## src/rtl/qammod_pkg.sv

```systemverilog
// Shared state encoding and width helpers for the qammod symbol scheduler.
package qammod_pkg;

  typedef enum logic [1:0] {
    IDLE     = 2'd0,
    PREAMBLE = 2'd1,
    PAYLOAD  = 2'd2
  } state_e;

  function automatic int sym_width(input int order);
    return $clog2(order);
  endfunction

  function automatic int syms_per_word(input int dw, input int order);
    return dw / $clog2(order);
  endfunction

endpackage

```

## src/rtl/qammod_sched_if.sv

```systemverilog
// Control, payload stream and symbol output bundle between a frame source and qammod_sched.
interface qammod_sched_if #(
  parameter int SYM_W      = 4,
  parameter int DATA_WIDTH = 8,
  parameter int PERIOD_W   = 8,
  parameter int LEN_W      = 16
);
  logic                  start;
  logic                  abort;
  logic [LEN_W-1:0]      frame_len;
  logic [PERIOD_W-1:0]   cfg_period;
  logic [SYM_W-1:0]      cfg_preamble_sym;
  logic [DATA_WIDTH-1:0] s_data;
  logic                  s_valid;
  logic                  s_ready;
  logic [SYM_W-1:0]      sym;
  logic                  sym_dv;
  logic                  busy;
  logic                  done;
  logic                  underrun;

  modport master (
    output start, abort, frame_len, cfg_period, cfg_preamble_sym, s_data, s_valid,
    input  s_ready, sym, sym_dv, busy, done, underrun
  );

  modport slave (
    input  start, abort, frame_len, cfg_period, cfg_preamble_sym, s_data, s_valid,
    output s_ready, sym, sym_dv, busy, done, underrun
  );
endinterface

```

## src/rtl/qammod_sym_pacer.sv

```systemverilog
// Symbol pacer: latches the period on clear, then ticks once every (period+1) running cycles.
// Tick is combinational from the counter; the counter holds while not running.
module qammod_sym_pacer #(
  parameter int PERIOD_W = 8
) (
  input  logic                clk,
  input  logic                rst,
  input  logic                i_clear,
  input  logic                i_run,
  input  logic [PERIOD_W-1:0] i_period,
  output logic                o_tick
);
  logic [PERIOD_W-1:0] r_period;
  logic [PERIOD_W-1:0] r_cnt;
  logic                w_wrap;

  assign w_wrap = (r_cnt == r_period);
  assign o_tick = i_run && w_wrap;

  always_ff @(posedge clk or negedge rst) begin
    if (!rst) begin
      r_period <= '0;
      r_cnt    <= '0;
    end else if (i_clear) begin
      r_period <= i_period;
      r_cnt    <= '0;
    end else if (i_run) begin
      r_cnt <= w_wrap ? '0 : r_cnt + 1'b1;
    end
  end
endmodule

```

## src/rtl/qammod_sched.sv

```systemverilog
// Frame scheduler ahead of qammod: preamble, then MSB-first word slicing at one symbol per period+1 clocks.
// Symbols appear one clock after their tick; s_ready only while the slice buffer is empty.
module qammod_sched
  import qammod_pkg::*;
#(
  parameter int MODULATION_ORDER = 16,
  parameter int DATA_WIDTH       = 8,
  parameter int PREAMBLE_LEN     = 4,
  parameter int PERIOD_W         = 8,
  parameter int LEN_W            = 16
) (
  input logic           clk,
  input logic           rst,
  qammod_sched_if.slave bus
);
  localparam int SYM_W    = sym_width(MODULATION_ORDER);
  localparam int SPW      = syms_per_word(DATA_WIDTH, MODULATION_ORDER);
  localparam int SL_W     = $clog2(SPW + 1);
  localparam int PRE_W    = (PREAMBLE_LEN > 1) ? $clog2(PREAMBLE_LEN) : 1;

  if (DATA_WIDTH % SYM_W != 0) begin : g_bad_width
    $error("DATA_WIDTH must be a multiple of the symbol width");
  end

  state_e                r_state, w_next;
  logic [DATA_WIDTH-1:0] r_shift;
  logic [SL_W-1:0]       r_sym_left;
  logic [LEN_W-1:0]      r_words_left;
  logic [PRE_W-1:0]      r_pre_cnt;
  logic [SYM_W-1:0]      r_pre_sym, r_sym, w_emit_sym;
  logic                  r_sym_dv, r_done, r_underrun;
  logic                  w_busy, w_tick, w_s_ready, w_accept;
  logic                  w_load, w_emit, w_under, w_fin;

  assign w_busy    = (r_state != IDLE);
  assign w_s_ready = (r_state == PAYLOAD) && (r_sym_left == '0) && (r_words_left != '0);
  assign w_accept  = bus.s_valid && w_s_ready;

  qammod_sym_pacer #(.PERIOD_W(PERIOD_W)) u_pacer (
    .clk      (clk),
    .rst      (rst),
    .i_clear  (w_load),
    .i_run    (w_busy),
    .i_period (bus.cfg_period),
    .o_tick   (w_tick)
  );

  always_ff @(posedge clk or negedge rst) begin
    if (!rst) r_state <= IDLE;
    else      r_state <= w_next;
  end

  always_comb begin
    w_next     = r_state;
    w_load     = 1'b0;
    w_emit     = 1'b0;
    w_under    = 1'b0;
    w_fin      = 1'b0;
    w_emit_sym = r_shift[DATA_WIDTH-1 -: SYM_W];
    case (r_state)
      IDLE: begin
        if (bus.start && (bus.frame_len != '0)) begin
          w_load = 1'b1;
          w_next = (PREAMBLE_LEN == 0) ? PAYLOAD : PREAMBLE;
        end
      end
      PREAMBLE: begin
        if (w_tick) begin
          w_emit     = 1'b1;
          w_emit_sym = r_pre_sym;
          if (r_pre_cnt == PRE_W'(PREAMBLE_LEN - 1)) w_next = PAYLOAD;
        end
      end
      PAYLOAD: begin
        if (w_tick) begin
          if (r_sym_left != '0) begin
            w_emit = 1'b1;
            w_fin  = (r_sym_left == SL_W'(1)) && (r_words_left == '0);
          end else if (w_accept) begin
            // Bypass keeps full rate when the buffer drains on a tick.
            w_emit     = 1'b1;
            w_emit_sym = bus.s_data[DATA_WIDTH-1 -: SYM_W];
            w_fin      = (SPW == 1) && (r_words_left == LEN_W'(1));
          end else begin
            w_under = 1'b1;
          end
        end
      end
      default: w_next = IDLE;
    endcase
    if (w_fin) w_next = IDLE;
    if (bus.abort) begin
      w_next  = IDLE;
      w_load  = 1'b0;
      w_emit  = 1'b0;
      w_under = 1'b0;
      w_fin   = 1'b0;
    end
  end

  always_ff @(posedge clk or negedge rst) begin
    if (!rst) begin
      r_shift      <= '0;
      r_sym_left   <= '0;
      r_words_left <= '0;
      r_pre_cnt    <= '0;
      r_pre_sym    <= '0;
      r_sym        <= '0;
      r_sym_dv     <= 1'b0;
      r_done       <= 1'b0;
      r_underrun   <= 1'b0;
    end else begin
      r_sym_dv <= w_emit;
      r_done   <= w_fin;
      if (w_emit) r_sym <= w_emit_sym;
      if (w_under) r_underrun <= 1'b1;
      if (w_emit && (r_state == PREAMBLE)) r_pre_cnt <= r_pre_cnt + 1'b1;
      if (w_load) begin
        r_words_left <= bus.frame_len;
        r_pre_sym    <= bus.cfg_preamble_sym;
        r_pre_cnt    <= '0;
        r_sym_left   <= '0;
        r_underrun   <= 1'b0;
      end
      if (bus.abort) begin
        r_sym_left   <= '0;
        r_words_left <= '0;
      end else if (w_accept) begin
        r_words_left <= r_words_left - 1'b1;
        if (w_tick) begin
          r_shift    <= bus.s_data << SYM_W;
          r_sym_left <= SL_W'(SPW - 1);
        end else begin
          r_shift    <= bus.s_data;
          r_sym_left <= SL_W'(SPW);
        end
      end else if (w_emit && (r_state == PAYLOAD)) begin
        r_shift    <= r_shift << SYM_W;
        r_sym_left <= r_sym_left - 1'b1;
      end
    end
  end

  assign bus.s_ready  = w_s_ready;
  assign bus.sym      = r_sym;
  assign bus.sym_dv   = r_sym_dv;
  assign bus.busy     = w_busy;
  assign bus.done     = r_done;
  assign bus.underrun = r_underrun;
endmodule

```

## src/flat_wrapper.sv

```systemverilog
// flat-port wrapper written by rule: the top's interface ports become plain ports
module qammod_sched_flat import qammod_pkg::*;
#(
  parameter int MODULATION_ORDER = 16,
  parameter int DATA_WIDTH       = 8,
  parameter int PREAMBLE_LEN     = 4,
  parameter int PERIOD_W         = 8,
  parameter int LEN_W            = 16
)
  (clk, rst, bus_start, bus_abort, bus_frame_len, bus_cfg_period, bus_cfg_preamble_sym, bus_s_data, bus_s_valid, bus_s_ready, bus_sym, bus_sym_dv, bus_busy, bus_done, bus_underrun);
  qammod_sched_if #(.SYM_W(4), .DATA_WIDTH(DATA_WIDTH), .PERIOD_W(PERIOD_W), .LEN_W(LEN_W)) bus_i ();
  input logic clk;
  input logic rst;
  input wire logic [$bits(bus_i.start)-1:0] bus_start;
  input wire logic [$bits(bus_i.abort)-1:0] bus_abort;
  input wire logic [$bits(bus_i.frame_len)-1:0] bus_frame_len;
  input wire logic [$bits(bus_i.cfg_period)-1:0] bus_cfg_period;
  input wire logic [$bits(bus_i.cfg_preamble_sym)-1:0] bus_cfg_preamble_sym;
  input wire logic [$bits(bus_i.s_data)-1:0] bus_s_data;
  input wire logic [$bits(bus_i.s_valid)-1:0] bus_s_valid;
  output wire logic [$bits(bus_i.s_ready)-1:0] bus_s_ready;
  output wire logic [$bits(bus_i.sym)-1:0] bus_sym;
  output wire logic [$bits(bus_i.sym_dv)-1:0] bus_sym_dv;
  output wire logic [$bits(bus_i.busy)-1:0] bus_busy;
  output wire logic [$bits(bus_i.done)-1:0] bus_done;
  output wire logic [$bits(bus_i.underrun)-1:0] bus_underrun;
  assign bus_i.start = bus_start;
  assign bus_i.abort = bus_abort;
  assign bus_i.frame_len = bus_frame_len;
  assign bus_i.cfg_period = bus_cfg_period;
  assign bus_i.cfg_preamble_sym = bus_cfg_preamble_sym;
  assign bus_i.s_data = bus_s_data;
  assign bus_i.s_valid = bus_s_valid;
  assign bus_s_ready = bus_i.s_ready;
  assign bus_sym = bus_i.sym;
  assign bus_sym_dv = bus_i.sym_dv;
  assign bus_busy = bus_i.busy;
  assign bus_done = bus_i.done;
  assign bus_underrun = bus_i.underrun;
  qammod_sched #(.MODULATION_ORDER(MODULATION_ORDER), .DATA_WIDTH(DATA_WIDTH), .PREAMBLE_LEN(PREAMBLE_LEN), .PERIOD_W(PERIOD_W), .LEN_W(LEN_W)) u_core (.clk(clk), .rst(rst), .bus(bus_i));
endmodule
```

## config.mk

```make
export PLATFORM = sky130hd
export DESIGN_NAME = qammod_sched_flat
export DESIGN_NICKNAME = d
export VERILOG_FILES = /design/src/rtl/qammod_pkg.sv /design/src/rtl/qammod_sched_if.sv /design/src/rtl/qammod_sym_pacer.sv /design/src/rtl/qammod_sched.sv /design/src/flat_wrapper.sv
export SDC_FILE = /design/constraint.sdc
export NUM_CORES = 1
export LEC_CHECK = 0
export ABC_AREA = 1
export BUFFER_PORTS_ARGS = -buffer_cell sky130_fd_sc_hd__clkbuf_2
export CELL_PAD_IN_SITES_DETAIL_PLACEMENT = 1
export CELL_PAD_IN_SITES_GLOBAL_PLACEMENT = 1
export CORE_UTILIZATION = 38
export CTS_BUF_LIST = sky130_fd_sc_hd__clkbuf_4
export CTS_CLUSTER_SIZE = 28
export DETAILED_ROUTE_END_ITERATION = 6
export MAX_ROUTING_LAYER = met4
export PLACE_DENSITY_LB_ADDON = 0.1
export SETUP_SLACK_MARGIN = 0.4
export SLEW_MARGIN = 0
export SYNTH_ARGS = -nofsm -noshare
export SYNTH_HDL_FRONTEND = slang
export SYNTH_SLANG_ARGS = --single-unit
export TNS_END_PERCENT = 1
```

## constraint.sdc

```tcl
create_clock -name clk -period 4.2 [get_ports clk]
set_input_delay 1.26 -clock clk [delete_from_list [all_inputs] [get_ports clk]]
set_output_delay 1.26 -clock clk [all_outputs]
set_load 0.02 [all_outputs]
```

; Word level (Yosys, flattened, before mapping)
; Cells that the tools add are included.
[word_totals]
ff_bits = 57
input_bits = 41
word_cells = 96
out_inout_bits = 9
[op_classes]
n_eq_ne = 9
n_mux = 47
n_addsub = 4
bitwise = 1
n_reduce_logical = 23
[op_table]
columns = op, count
row1 = 2-to-1 mux 16 bit, 3
row2 = 2-to-1 mux 8 bit, 6
row3 = nonzero test 16 bit, 2
row4 = 2-to-1 mux 2 bit, 12
row5 = 2-to-1 mux 1 bit, 19
row6 = zero test 16 bit, 1
row7 = 2-to-1 mux 4 bit, 4
row8 = subtractor 16 x 1 -> 16 bit (second input constant), 1
row9 = nonzero test 2 bit, 6
row10 = adder 8 x 1 -> 8 bit (second input constant), 1
row11 = equality test 8 bit, 1
row12 = logical AND 1 bit, 8
row13 = case mux 4 bit (2 select lines), 1
row14 = case mux 2 bit (3 select lines), 1
row15 = equality test 2 x 1 -> 1 bit (second input constant), 2
row16 = equality test 2 bit (second input constant), 2
row17 = zero test 2 bit, 2
row18 = != test 4 x 2 -> 1 bit (second input constant), 1
row19 = != test 4 x 3 -> 1 bit (second input constant), 1
row20 = != test 4 bit (second input constant), 1
row21 = AND reduction 4 bit, 1
row22 = nonzero test 4 bit, 1
row23 = != test 3 bit (second input constant), 1
row24 = nonzero test 3 bit, 1
row25 = 5 further kinds, 5

; Longest topological paths before layout
; Gate-level depths: netlist of run 1.
[logic_depth]
depth_word = 13
depth_mapped = 14
mapped_depth_nobuf = 14

; Hierarchy
; Synthesis of run 1 repeated with hierarchy kept, for this count alone.
[unflattened]
cells_unflattened = 510
hier_area_um2 = 3626.0
[by_module_without_submodules]
columns = mod, area_per_inst_um2, instances, seq_area_each_um2, cells_each
row1 = qammod_sched, 2738.9, 1, 1026.0, 388
row2 = qammod_sym_pacer, 887.1, 1, 400.4, 122

; Least setup slack after synthesis of run 1
; OpenSTA, ideal clock, no wires.
[synth_timing]
path_type = register to output
start = register u_core.r_words_left[0]
end = output bus_s_ready
arrival_ns = 1.078
slack_ns = 1.862
t_required_ns = 2.940
stages_incl_launch_ff = 8
cell_sequence = dfrtp_1 > inv_1 > ha_1 > nand2_2 > nor2_2 > nand2_2 > nand2_1 > inv_1
[synth_between]
elab_chain_len = 2
[synth_rtl]
columns = element, line
row1 = start: declaration, qammod_sched.sv:28  ; logic [LEN_W-1:0] r_words_left;
row2 = start signal: assignment, qammod_sched.sv:119  ; r_words_left <= bus.frame_len;
row3 = start signal: assignment, qammod_sched.sv:129  ; r_words_left <= r_words_left - 1'b1;
row4 = nonzero test 16 bit, qammod_sched.sv:36  ; assign w_s_ready = (r_state == PAYLOAD) && (r_sym_left == '0) && (r_words_left != '0);
row5 = logical AND 1 bit, qammod_sched.sv:36
row6 = end: declaration, flat_wrapper.sv:21  ; output wire logic [$bits(bus_i.s_ready)-1:0] bus_s_ready;
; Every way passes these cells.

; Final worst setup path of run 1
[layout_timing]
start = register u_core.r_state[0]
end = output bus_s_ready
[layout_between]
elab_chain_len = 3
[layout_rtl]
columns = element, line
row1 = start: declaration, qammod_sched.sv:25  ; state_e r_state, w_next;
row2 = start signal: assignment, qammod_sched.sv:50  ; else r_state <= w_next;
row3 = equality test 2 bit, qammod_sched.sv:36
row4 = logical AND 1 bit (2 in series), qammod_sched.sv:36
; Every way passes these cells.

==> out/metrics.yaml, run 1 <==
outcome: "finished, final reports clean"
async_flop_share: 1.000
dpl-instance-area_um2: 3902
synth_compound_area_frac: 0.09719
internal-power_uw: 1246
tns_ns: 0
cts_hold_buf: 0
final_area_um2: 4031
hold_slack_ns: 0.4777
drv_slew: 0
seqPwrFrac: 0.370
setup_viol: 0
vias: 3359
final_common_cell: "nand2_1"
htree_levels: 3
antenna_found_initial: 0
place_congestion: 0.8243
regArea_um2: 1426
start_util: 0.4011
fmax_mhz: 308.8
syn_nets: 544
synth_simple_gate_area_frac: 0.3316
coreArea_um2: 8891
wl_met3_um: 261
multi_input_area_um2: 1823
synthXorXnorAreaFrac: 0.03684
synth-edff-count: 0
ys_seq_area_frac: 0.4000
syn_area_per_cell_um2: 7.218
ant_nets: 0
period_share: 0.7709
grt_max_degree: 36
post_cts_buffers: 0
grt_util_all_layers: 0.2237
synth_ff_type: "dfrtp_1"
die-area_um2: 9775
synth-seq-cells: 57
synth.area.mux_share: 0.01404
hp-class: "reg2reg"
dr_wl_met2_mm: 4.634
firstDrtPassIters: 4
power_frac_clock: 0.172
yosysWarnings: 0
dieWidth_um: 98.87
max-cap-violations: 0
arrival_ns: 1.98
clockBufferDepth: 2
crit_required_ns: 2.94
synthCells: 494
grt_pass1_wl_mm: 16.71
viasPerCell: 5.089
ys_types: 36
swShare: 0.4636
drc: 0
relSlewSlack: 0.5718
netlist_area_um2: 3566
die_h_um: 98.87
path_clk_slew_ns: 0.11
drt-total-wl_mm: 9.657
finClkSkew_ns: 0.01542
clock_latency_ns: 0.42
met1Wirelength_mm: 4.594
switching_power_uw: 1077
cts_tree: "done"
wl_per_cell_um: 14.63
routed.top_layer: "met4"
synth_top_family_by_area: "simple AND/OR/NAND/NOR gates"
max-vdd-ir-drop_mv: 0.1876
final_nets: 597
area_growth_pct: 13.05
path_class: "reg2out"
p_comb_frac: 0.458
dpl.hpwl_mm: 7.342
clockRootBuffer: "clkbuf_4"
layout_common_cells: "156 x nand2_1, 57 x dfrtp_1, 56 x inv_1"
rsz0062_at_grt: "false"
clkSinkCount: 57
final_hold_viol_count: 0
rows: 34
p_per_area_nw_per_um2: 576.3
path_max_fanout: 11
drive_gt1_frac: 0.1612
endpoint_kind: "output pin"
grt_overflow: 0
tightestPinTransition_ns: 0.6364
leakage_uw: 0.002113
fill_cells: 1181
cts_buffers: 9
fin_crit_ns: 3.238
cts_resized: 0
grt_pass1_vias: 3557
pin_count: 50
synth_fa_ha_area_frac: 0.03158
cp-start-kind: "register"
antennaDiodeCount: 0
io_buffers: 49
drtIter0Drc: 114
worst paths after layout:
check	slack, ns	endpoint	depth (start not counted)	start
hold / removal	0.48	u_core.r_shift[5]$_DFFE_PN0P_	2	u_core.r_shift[5]$_DFFE_PN0P_
min in group asynchronous	0.83	u_core.u_pacer.r_period[3]$_DFFE_PN0P_	1	rst
max in group asynchronous	2.45	u_core.r_shift[6]$_DFFE_PN0P_	2	rst
setup reg to reg	1.10	u_core.r_words_left[13]$_DFFE_PN0P_	10	u_core.r_state[0]$_DFFE_PN0P_
setup / recovery	0.96	bus_s_ready	7	u_core.r_state[0]$_DFFE_PN0P_
hold reg to reg	0.48	u_core.r_shift[5]$_DFFE_PN0P_	2	u_core.r_shift[5]$_DFFE_PN0P_
per-layer routing:
| layer | GRT usage | vias to the layer above |
|---|---|---|
| li1 | - | 1687 |
| met1 | 0.2754 | 1605 |
| met2 | 0.3771 | 53 |
| met3 | 0.02695 | 14 |
| met4 | 0.08266 | 0 |
| met5 | - | - |
power by group through the flow:
stage	logic (uW)	clock network, uW	registers [uW]
after floorplan	805	0	839
after global placement	1040	0	864
after detailed placement	1070	0	872
after CTS	1080	409	861
after global routing	1230	430	882
final	1060	400	859
state kept, by name, indices dropped and copies added (netlist names):
register,flops
u_core.r_words_left,16
u_core.r_shift,8
u_core.bus.sym_dv,1
u_core.u_pacer.r_cnt,8
u_core.r_pre_sym,4
u_core.r_pre_cnt,2
u_core.bus.underrun,1
u_core.bus.done,1
u_core.r_state,2
u_core.r_sym_left,2
u_core.bus.sym,4
u_core.u_pacer.r_period,8
kinds of logic after synthesis:
logic type               after synthesis
AND/OR/NAND/NOR                      269
buffers and inverters                 76
AO/OA/AOI/OAI                         63
flip-flops                            57
XOR/XNOR                              15
adder cells (fa/ha/maj)                9
multiplexers                           5
cells in the mapped netlist, drive strengths merged (6+ instances only):
master    n  share of area
a21oi    13          0.018
buf       7          0.015
dfrtp    57           0.40
ha        9          0.032
inv      64          0.068
nand2   161           0.18
nand3    33          0.053
nand4     9          0.020
nor2     57          0.068
nor3      6         0.0084
o21ai    32          0.045
o22ai    13          0.023
xor2     13          0.032
layout make-up:
class / instances / area share
multi-input combinational: 361 / 0.4522
sequential: 57 / 0.3538
timing repair buffer: 52 / 0.06642
inverter: 66 / 0.06207
tap: 108 / 0.03352
clock buffer: 9 / 0.01676
clock inverter: 7 / 0.01521
metrics by stage:
stage          total power, uW  setup WS [ns]  cells  utilization
6_report                  2323         0.9620    660       0.4534
5_1_grt                   2541         0.8087    660       0.4534
4_1_cts                   2348         0.9330    660       0.4534
3_5_place_dp              1939         0.9024    644       0.4389
3_3_place_gp              1903          1.046    644       0.4389
2_1_floorplan             1644          1.862    494            -
worst max-delay path: stages, from the launching register on:
cell and delay [ns]:
dfrtp_1 0.42, inv_1 0.12, ha_1 0.45, nand2_1 0.11, inv_1 0.16, nand2_1 0.09, inv_1 0.06, clkbuf_2 0.16
Power figures use the tool's default switching activity.
==> run 2: changes to the inputs <==
clock period = 3.33 ns   (was 4.2 ns; I/O delays follow)
==> out/metrics.yaml, run 2 (synthesis gave the netlist of run 1 again) <==
grt_max_degree: 58
max-vdd-ir-drop_mv: 0.2759
r2r-start: "u_core.r_state[0]$_DFFE_PN0P_"
arrival_ns: 1.77
cp-start-kind: "register"
die_h_um: 98.87
coreArea_um2: 8891
start_util: 0.4011
drtIter0Drc: 112
fmax_mhz: 361.1
max-cap-violations: 0
drt-total-wl_mm: 9.873
area_growth_pct: 14.00
hp-class: "reg2reg"
setup_viol: 0
final_cells: 661
swShare: 0.4519
p_per_area_nw_per_um2: 743.0
post_cts_buffers: 0
outcome: "finished, final reports clean"
htree_levels: 3
hp-start: "u_core.r_shift[1]$_DFFE_PN0P_"
switching_power_uw: 1365
routed.top_layer: "met4"
fill_cells: 1175
place_congestion: 0.8551
dpl.hpwl_mm: 7.484
rows: 34
vias: 3376
clock_latency_ns: 0.41
multi_input_area_um2: 1826
internal-power_uw: 1655
path_class: "reg2out"
path_max_fanout: 11
final_hold_viol_count: 0
power_frac_clock: 0.190
antennaDiodeCount: 0
pin_count: 50
die-area_um2: 9775
layout_common_cells: "156 x nand2_1, 57 x dfrtp_1, 56 x inv_1"
clockRootBuffer: "clkbuf_4"
antenna_found_initial: 0
endpoint_kind: "output pin"
rsz0062_at_grt: "false"
finClkSkew_ns: 0.01642
cts_hold_buf: 0
regArea_um2: 1426
tns_ns: 0
dp.cells: 645
grt_util_all_layers: 0.2289
io_buffers: 49
p_comb_frac: 0.450
final_nets: 598
viasPerCell: 5.107
tightestPinTransition_ns: 0.7788
wl_per_cell_um: 14.94
path_clk_slew_ns: 0.10
ant_nets: 0
wl_met3_um: 271
drv_slew: 0
largest_reg_flops: 16
grt_pass1_wl_mm: 17.17
crit_required_ns: 2.33
cts_buffers: 9
drive_gt1_frac: 0.1664
dr_wl_met2_mm: 4.828
dieWidth_um: 98.87
top_register: "u_core.r_words_left"
clkSinkCount: 57
relSlewSlack: 0.4808
startpoint: "u_core.r_state[0]$_DFFE_PN0P_"
grt_overflow: 0
met1Wirelength_mm: 4.716
firstDrtPassIters: 4
cts_tree: "done"
clockBufferDepth: 2
drc: 0
grt_pass1_vias: 3598
seqPwrFrac: 0.360
final_common_cell: "nand2_1"
fin_crit_ns: 2.769
period_share: 0.8317
leakage_uw: 0.002132
-- run 2: cell count changes in the layout (fill, tap and decap cells not counted), sizes merged --
cell and change:
buf +1, clkinvlp -1, bufinv +1
-- run 2: path summary, 6_finish.rpt --
| kind | to | slack [ns] | cells past startpoint |
|---|---|---|---|
| setup / recovery | bus_s_ready | 0.56 | 7 |
| hold / removal | u_core.r_shift[1]$_DFFE_PN0P_ | 0.48 | 2 |
| setup reg to reg | u_core.r_words_left[13]$_DFFE_PN0P_ | 0.81 | 10 |
| hold reg to reg | u_core.r_shift[1]$_DFFE_PN0P_ | 0.48 | 2 |
| max in group asynchronous | u_core.r_shift[0]$_DFFE_PN0P_ | 2.07 | 2 |
| min in group asynchronous | u_core.u_pacer.r_period[3]$_DFFE_PN0P_ | 0.74 | 2 |
-- run 2: power by group through the flow --
stage / clock network, uW / logic, uW / registers, uW
floorplan: 0 / 1020 / 1060
global placement: 0 / 1320 / 1090
detailed placement: 0 / 1370 / 1100
CTS: 601 / 1380 / 1090
global route: 616 / 1560 / 1120
finish: 574 / 1360 / 1090
-- run 2: critical path, cell delays in order (launching register included) --
cell,delay [ns]
dfrtp_1,0.42
inv_1,0.11
ha_2,0.32
nand2_1,0.08
inv_1,0.14
nand2_1,0.09
inv_1,0.05
clkbuf_2,0.15
-- run 2: layer usage --
layer,global-route usage,vias up
li1,-,1690
met2,0.4024,39
met1,0.2731,1638
met4,0.04363,0
met3,0.04468,9
met5,-,-
-- run 2: final cells by class --
type,count,area share
tap,108,0.03324
timing repair buffer,53,0.06771
clock buffer,9,0.01662
multi-input combinational,361,0.4491
sequential,57,0.3509
clock inverter,7,0.02093
inverter,66,0.06156
-- run 2: what timing repair did --
item                                    in CTS  in global routing
hold endpoints to repair                     0                  0
endpoints found under the setup margin       1                  0
gates resized for setup                      1                  0
-- run 2: stage by stage --
stage	setup WS [ns]	instance area [um^2]	hold slack (ns)	total power, uW	util
global placement	0.8600	3910	0.4548	2410	0.4398
floorplan	1.253	3566	0.4367	2074	-
finish	0.5606	4065	0.4799	3020	0.4572
CTS	0.5082	4065	0.4858	3068	0.4572
detailed placement	0.6742	3910	0.4593	2465	0.4398
global route	0.4338	4065	0.5128	3299	0.4572
